[config.mk]
export PLATFORM = sky130hd
export DESIGN_NAME = cdb_arbiter
export DESIGN_NICKNAME = d
export VERILOG_FILES = /design/src/rtl/cdb_arbiter.sv
export SDC_FILE = /design/constraint.sdc
export NUM_CORES = 1
export LEC_CHECK = 0
export CAP_MARGIN = 0
export CORE_MARGIN = 2
export CORE_UTILIZATION = 55
export CTS_BUF_LIST = sky130_fd_sc_hd__clkbuf_8
export CTS_CLUSTER_DIAMETER = 120
export CTS_CLUSTER_SIZE = 14
export DETAILED_ROUTE_END_ITERATION = 12
export GPL_ROUTABILITY_DRIVEN = 0
export GPL_TIMING_DRIVEN = 1
export PLACE_DENSITY = 0.88
export SLEW_MARGIN = 20
export SYNTH_ARGS = -nofsm -noshare
export SYNTH_HDL_FRONTEND = slang
export SYNTH_SLANG_ARGS = --single-unit
[constraint.sdc]
create_clock -name clock -period 12 [get_ports clock]
set_input_delay 2.4 -clock clock [delete_from_list [all_inputs] [get_ports clock]]
set_output_delay 2.4 -clock clock [all_outputs]
set_load 0.05 [all_outputs]
[src/rtl/cdb_arbiter.sv]
// rtl/cdb_arbiter.sv - round-robin common data bus arbiter with per-FU result slots (optional CDB_PERF_EN counters)
module cdb_arbiter #(
  parameter int NUM_FU = 5,
  parameter int TAG_W  = 3,
  parameter int XLEN   = 32
) (
  input  logic                     clock,
  input  logic                     reset_n,
  input  logic                     flush,
  input  logic [NUM_FU-1:0]        fu_valid,
  input  logic [NUM_FU*TAG_W-1:0]  fu_tag,
  input  logic [NUM_FU*XLEN-1:0]   fu_value,
  output logic [NUM_FU-1:0]        fu_ready,
  output logic                     cdb_valid,
  output logic [TAG_W-1:0]         cdb_tag,
  output logic [XLEN-1:0]          cdb_value
`ifdef CDB_PERF_EN
  ,
  output logic [31:0]              perf_bcast_cnt,
  output logic [31:0]              perf_stall_cnt
`endif
);

  localparam int PTR_W = (NUM_FU > 1) ? $clog2(NUM_FU) : 1;

  logic [NUM_FU-1:0] r_full;
  logic [TAG_W-1:0]  r_tag   [NUM_FU];
  logic [XLEN-1:0]   r_value [NUM_FU];
  logic [PTR_W-1:0]  r_rr_ptr;
  logic              r_cdb_valid;
  logic [TAG_W-1:0]  r_cdb_tag;
  logic [XLEN-1:0]   r_cdb_value;

  logic [NUM_FU-1:0] w_grant;
  logic              w_grant_any;
  logic [PTR_W-1:0]  w_grant_idx;
  logic [PTR_W:0]    w_scan_sum;
  logic [PTR_W-1:0]  w_scan_idx;
  logic [PTR_W-1:0]  w_next_ptr;
  logic [NUM_FU-1:0] w_accept;

  // A slot takes a new result when empty or when it is draining onto the CDB this cycle
  assign fu_ready = {NUM_FU{reset_n && !flush}} & (~r_full | w_grant);
  assign w_accept = fu_valid & fu_ready;

  // Round-robin scan from r_rr_ptr; wrap is an explicit compare so non-power-of-2 NUM_FU works
  always_comb begin
    w_grant     = '0;
    w_grant_any = 1'b0;
    w_grant_idx = '0;
    w_scan_sum  = '0;
    w_scan_idx  = '0;
    for (int k = 0; k < NUM_FU; k++) begin
      w_scan_sum = {1'b0, r_rr_ptr} + (PTR_W+1)'(k);
      if (w_scan_sum > (PTR_W+1)'(NUM_FU-1)) begin
        w_scan_sum = w_scan_sum - (PTR_W+1)'(NUM_FU);
      end
      w_scan_idx = w_scan_sum[PTR_W-1:0];
      if (!w_grant_any && r_full[w_scan_idx]) begin
        w_grant_any = 1'b1;
        w_grant_idx = w_scan_idx;
      end
    end
    if (w_grant_any) begin
      w_grant[w_grant_idx] = 1'b1;
    end
  end

  assign w_next_ptr = (w_grant_idx == PTR_W'(NUM_FU-1)) ? '0 : w_grant_idx + 1'b1;

  // Slot occupancy, pointer and broadcast register; flush squashes like reset
  always_ff @(posedge clock) begin
    if (!reset_n || flush) begin
      r_full      <= '0;
      r_rr_ptr    <= '0;
      r_cdb_valid <= 1'b0;
      r_cdb_tag   <= '0;
      r_cdb_value <= '0;
    end else begin
      for (int i = 0; i < NUM_FU; i++) begin
        if (w_accept[i]) begin
          r_full[i] <= 1'b1;
        end else if (w_grant[i]) begin
          r_full[i] <= 1'b0;
        end
      end
      if (w_grant_any) begin
        r_cdb_valid <= 1'b1;
        r_cdb_tag   <= r_tag[w_grant_idx];
        r_cdb_value <= r_value[w_grant_idx];
        r_rr_ptr    <= w_next_ptr;
      end else begin
        // Invalid CDB must carry tag 0 since consumers compare tags unconditionally
        r_cdb_valid <= 1'b0;
        r_cdb_tag   <= '0;
        r_cdb_value <= '0;
      end
    end
  end

  // Slot payload capture; contents are only meaningful while the full bit is set
  always_ff @(posedge clock) begin
    for (int i = 0; i < NUM_FU; i++) begin
      if (w_accept[i]) begin
        r_tag[i]   <= fu_tag[i*TAG_W +: TAG_W];
        r_value[i] <= fu_value[i*XLEN +: XLEN];
      end
    end
  end

  assign cdb_valid = r_cdb_valid;
  assign cdb_tag   = r_cdb_tag;
  assign cdb_value = r_cdb_value;

`ifdef CDB_PERF_EN
  logic [31:0] r_perf_bcast_cnt;
  logic [31:0] r_perf_stall_cnt;
  logic        w_stall;

  assign w_stall = (|(fu_valid & ~fu_ready)) && reset_n && !flush;

  // Broadcast and back-pressure counters survive flush, clear only on reset
  always_ff @(posedge clock) begin
    if (!reset_n) begin
      r_perf_bcast_cnt <= '0;
      r_perf_stall_cnt <= '0;
    end else begin
      if (w_grant_any && !flush) begin
        r_perf_bcast_cnt <= r_perf_bcast_cnt + 32'd1;
      end
      if (w_stall) begin
        r_perf_stall_cnt <= r_perf_stall_cnt + 32'd1;
      end
    end
  end

  assign perf_bcast_cnt = r_perf_bcast_cnt;
  assign perf_stall_cnt = r_perf_stall_cnt;
`endif

  // Tag 0 is the reserved no-tag value and must never be presented as a result
  always @(posedge clock) begin
    for (int i = 0; i < NUM_FU; i++) begin
      if (reset_n && fu_valid[i]) begin
        assert (fu_tag[i*TAG_W +: TAG_W] != '0);
      end
    end
  end

endmodule

==> metrics.cfg, run 1 <==
[sta]
finalSetupTns_ns = 0
setup_violations = 0
max-slew-margin-rel = 0.2575
worstMarginPinSlew_ns = 1.114
drv_slew = 0
fin_crit_sh = 0.7707
fin_crit_ns = 9.248
skew_ns = 0.02592
hold_viol_final = 0
clock.fmax_ghz = 0.1081
rsz0062_at_grt = no

[logic_synthesis]
synth_cell_types = 63
synth_area_sq_mm = 0.008990
syn_avg_cell_area_sq_um = 13.75
yosysSeqAreaShare = 0.6825
ys_top_cells_by_area = edfxtp_1 (58%), dfxtp_1 (9.8%), o31ai_1 (3.1%), and3_1 (2.9%), o211ai_2 (2.8%)
synth-main-ff-cell = edfxtp_1
synth_edf_count = 175
synth_cells = 654
synthArstFlopShare = 0
synth.ff_latch_count = 219
yosysTopAreaCell = edfxtp_1
synth_top_cell_area_share = 0.5846
ys_warn_count = 0
synth_nets = 847

[route]
drt_iter0_drc = 646
viasPerCell = 5.927
firstDrtPassIters = 5
wirelength_um = 23500
antenna_left = 0
route.detailed.drc = 0
wire_per_inst_um = 21.56
vias = 6460

[outcome]
status = finished clean

[pwr]
max-vdd-ir-drop_mv = 0.3641
p_per_area_mw_per_mm2 = 264.3
p_total_mw = 3.080
p_leak_nw = 4.113

[hold_path]
hp-class = reg2reg
hold_depth = 2

[die]
io_pins = 224
start_util = 0.5639
die-area_sq_mm = 0.01738
coreArea_sq_mm = 0.01594
fp.dieH_um = 131.9
rows = 46
die_w_um = 131.9

[clocking]
insertion_delay_ns = 0.52
cts_sinks = 219
root_buffer = clkbuf_8
ctsResizeCount = 0
clk_pin_slew_ns = 0.09
cts_tree = done
ctsHoldBuffers = 0
postCtsSetupRepairBufs = 0
cts_buffers = 19
cts_max_path_buffers = 3
htreeDepth = 1

[global_routing]
grt_pass1_vias = 6834
overflow = 0
grt_max_degree = 75
antenna_found_initial = 1
grt.total_usage = 0.2686
grt_pass1_wl_um = 36540

[worst_setup_path]
worst-setup-path-type = reg2out
slowest_stage = dfxtp_1
cp_data_arrival_time_ns = 6.85
reg2reg_depth = 13
critPathTopFamily = simple AND/OR/NAND/NOR gates
path_cells = inv_2 > ha_1 > nand3b_1 > o21ai_1 > a22oi_1 > a31oi_1 > or3_4 > or4_4 > o21ai_4 > buf_4 > nand2_4 > o31ai_2 > and2_1 > clkdlybuf4s50_1
crit_path_end_kind = output pin
start_kind = flip-flop
crit_buf_inv = 3
path_depth = 14
critPathMaxStageDelay_ns = 1.01
required_ns = 9.60
path_max_fanout = 74

[job]
maxCapViolations = 0

[finish]
drive_gt1_frac = 0.07904
final_cell_mix = clkdlybuf4s50_1 (223), edfxtp_1 (175), nor2_1 (49), dfxtp_1 (44)
final_common_cell = clkdlybuf4s50_1
syn2layout_area_growth_pct = 29.62
fin_nets = 1053

[placement]
numPortBuffers = 223
dp_hpwl_um = 15570

## cell usage after synthesis (2+ instances only)
cell type,n
buf_6,5
a21oi_1,12
nor3_1,6
nand2b_1,9
dfxtp_1,44
o22ai_1,37
o31ai_1,37
o21ai_1,5
clkbuf_1,14
nor2b_1,7
buf_2,16
o21a_1,5
and2_1,30
or2_2,3
o211ai_1,16
nor4_1,2
mux2i_1,5
nand3_1,4
or3_4,2
a2bb2oi_1,2
a211oi_1,5
and3_1,41
nor2_1,49
inv_1,11
nand3b_1,2
edfxtp_1,175
nand2_1,14
a32oi_1,2
o21ai_0,10
or3_1,2
ha_1,10
o211ai_2,20
buf_4,7
nor3b_1,2
and2_0,10
o221ai_1,2
a31oi_1,4
o22a_1,2
## power by group
part	leakage, nW	total [mW]	internal [mW]	switching, mW
clock	0.206	0.383	0.150	0.233
sequential	1.96	0.922	0.884	0.0376
combinational	1.94	1.78	0.579	1.20
## path summary, 6_finish.rpt
check / to / start / slack [ns]
worst max-delay path: fu_ready[0] / r_rr_ptr[0] / 2.75
worst min-delay path: cdb_value[12] / r_value[0][12] / 0.58
worst max register to register: r_value[0][23] / r_rr_ptr[0] / 5.31
worst min register to register: cdb_value[12] / r_value[0][12] / 0.58
## through the flow
step	hold WS [ns]	cells	utilization	instance area (sq um)	worst slack, ns
final	0.5840	1090	0.7309	11650	2.752
after global routing	0.6168	1090	0.7309	11650	2.434
after CTS	0.5823	1089	0.7307	11650	2.880
after detailed placement	0.5686	1055	0.7103	11320	3.445
after global placement	0.5659	1054	0.7086	11300	3.779
after floorplan	0.5300	654	-	8990	5.496
## cell type report
class	instances	area, sq um
diodes	1	2.502
fillers	988	4290
repair buffers	228	2290
multi-input cells	379	2577
well taps	216	270.3
clock inverters	15	63.81
clock buffers	19	261.5
inverters	13	51.30
flip-flops and latches	219	6136
## registers in the layout, indices dropped and copies added, names as in the netlist
name / cells
r_value: 160
cdb_value: 32
r_tag: 15
r_full: 5
cdb_tag: 3
r_rr_ptr: 3
cdb_valid: 1
## cell families (layout without fill, tap and decap cells)
| logic type | Yosys count | count (layout) | synth area share |
|---|---|---|---|
| adder cells (fa/ha/maj) | 10 | 10 | 0.01392 |
| flip-flops | 219 | 219 | 0.6825 |
| multiplexers | 5 | 5 | 0.005567 |
| AO/OA/AOI/OAI | 168 | 168 | 0.1417 |
| AND/OR/NAND/NOR | 194 | 194 | 0.1214 |
| other | 0 | 1 | 0 |
| buffers and inverters | 56 | 275 | 0.03298 |
| XOR/XNOR | 2 | 2 | 0.001949 |
## per-layer routing
layer	part of all wire	vias to the layer above	track usage
li1	-	2915	-
met1	0.38	3083	0.3407
met2	0.49	381	0.4596
met3	0.087	81	0.05536
met4	0.039	0	0.09964
met5	0	-	0
## tightest hold or removal path: cells and delay by family, from the launching register on
kind             cells  cell delay, ns
flip-flops           1            0.37
AO/OA/AOI/OAI        1            0.07
AND/OR/NAND/NOR      1            0.11
Note: power is estimated with default switching activity, not from simulation.
==> run 2, diff against run 1 <==
CORE_UTILIZATION = 51   (was 55)
PLACE_DENSITY = 0.82   (was 0.88)
clock period = 9.5 ns   (was 12 ns; I/O delays follow)
==> run 2 against run 1 <==
Net effect:
- final area fell by 0.16%
- sequential cell count stayed put
- wire length decreased by 4.1%
- critical endpoint unchanged
- largest power group unchanged
==> metrics.cfg, run 2 (synthesized netlist as in run 1, its figures left out) <==
[die]
die_w_um = 136.8
rows = 48
start_util = 0.5216
fp.dieH_um = 136.8
io_pins = 224
die-area_sq_mm = 0.01870
coreArea_sq_mm = 0.01724

[worst_setup_path]
reg2reg_depth = 12
start_kind = flip-flop
worst_path_most_repeated_cell = nand2_1
r2r_slack_ns = 3.08
cp_data_arrival_time_ns = 6.60
slowest_stage = dfxtp_1
worst-setup-path-type = reg2out
path_cells = inv_2 > ha_1 > nand2_1 > o21ai_0 > nand2_1 > a31oi_1 > or3_4 > or2_0 > o221a_2 > nand2_4 > o31ai_2 > and2_1 > clkdlybuf4s50_1
crit_path_end_kind = output pin
crit-reg2reg-capture = r_value[0][23]
path_max_fanout = 38
required_ns = 7.60
r2r_start = r_rr_ptr[0]
critPathMaxStageDelay_ns = 0.95

[clocking]
clk_pin_slew_ns = 0.11
ctsHoldBuffers = 0
cts_buffers = 19
cts_sinks = 219
cts_max_path_buffers = 3
root_buffer = clkbuf_8
postCtsSetupRepairBufs = 0
insertion_delay_ns = 0.52
htreeDepth = 1
ctsResizeCount = 0
cts_tree = done

[hold_path]
worstHoldEndpoint = cdb_value[3]
hold_depth = 2
hp-start = r_value[0][3]
hp-class = reg2reg

[finish]
stdcell_area_sq_mm = 0.01163
antenna_cells = 0
final.fill_count = 1199
regArea_sq_mm = 0.006136
syn2layout_area_growth_pct = 29.41
top_register = r_value
fin_cells = 1097
multi_input_area_sq_mm = 0.002577
drive_gt1_frac = 0.07798
final_cell_mix = clkdlybuf4s50_1 (223), edfxtp_1 (175), nor2_1 (49), dfxtp_1 (44)
largest_reg_flops = 160
final_common_cell = clkdlybuf4s50_1
fin_nets = 1052
fin_util = 0.6749

[sta]
hold_viol_final = 0
clock.fmax_ghz = 0.1176
rsz0062_at_grt = no
fin_crit_sh = 0.8952
drv_slew = 0
max-slew-margin-rel = 0.2892
fin_crit_ns = 8.504
worstMarginPinSlew_ns = 1.066
finalSetupTns_ns = 0
skew_ns = 0.02265
setup_violations = 0

[route]
antenna_left = 0
route.detailed.drc = 0
viasPerCell = 5.622
wire_per_inst_um = 20.55
firstDrtPassIters = 4
drt_iter0_drc = 529
vias = 6167
wirelength_um = 22550

[pwr]
max-vdd-ir-drop_mv = 0.3511
p_per_area_mw_per_mm2 = 330.1
p_leak_nw = 4.103

[global_routing]
grt_max_degree = 74
overflow = 0
grt_pass1_vias = 6400
grt.total_usage = 0.2445
grt_pass1_wl_um = 34590
antenna_found_initial = 0

[placement]
dp_cells = 1063
dp_hpwl_um = 15000
placed_cell_area_sq_mm = 0.01131
numPortBuffers = 223

[outcome]
status = finished clean

[job]
maxCapViolations = 0

[run 2: cell count changes in the layout (fill, tap and decap cells not counted)]
| cell | delta |
|---|---|
| buf_16 | -1 |
| diode_2 | -1 |
[run 2: critical path, delay by kind of cell, from the launching register on]
kind                       cells  cell delay (ns)
AOI/OAI and AO/OA              4             1.97
adders and majority gates      1             0.73
buffers and inverters          2             1.07
DFF                            1             0.95
and+or+nand+nor                6             1.38
[run 2: worst max path at each step]
stage	slack, ns	cells past startpoint	end	startpoint
after floorplan	3.50	17	fu_ready[2]	r_rr_ptr[1]
after global routing	0.46	13	fu_ready[0]	r_rr_ptr[0]
after CTS	1.03	13	fu_ready[0]	r_rr_ptr[0]
after global placement	1.87	13	fu_ready[0]	r_rr_ptr[0]
final	1.0	13	fu_ready[0]	r_rr_ptr[0]
after detailed placement	1.56	13	fu_ready[0]	r_rr_ptr[0]
[run 2: cell type report]
cell class | instances | area share
clock inverter | 15 | 0.005485
sequential | 219 | 0.5274
tap | 225 | 0.02420
multi-input combinational | 379 | 0.2216
inverter | 13 | 0.004410
clock buffer | 19 | 0.02248
timing repair buffer | 227 | 0.1944
[run 2: report_power, final]
| group | internal, mW | switching [mW] |
|---|---|---|
| combinational | 0.720 | 1.47 |
| sequential | 1.12 | 0.0455 |
| clock | 0.189 | 0.297 |
| total | 2.03 | 1.81 |
[run 2: layer usage]
metal | wire, um | share of wire | GRT usage
met1 | 9235 | 0.41 | 0.3288
met2 | 11380 | 0.50 | 0.4150
met3 | 1483 | 0.066 | 0.04148
met4 | 453 | 0.020 | 0.06192
met5 | 0 | 0 | 0
[run 2: per-stage QoR]
stage	total power [mW]	hold slack [ns]	setup slack, ns
after floorplan	2.894	0.5300	3.496
final	3.840	0.5639	0.9960
after global routing	4.105	0.6089	0.4583
after global placement	3.322	0.5584	1.866
after CTS	3.861	0.5728	1.030
after detailed placement	3.381	0.5728	1.561
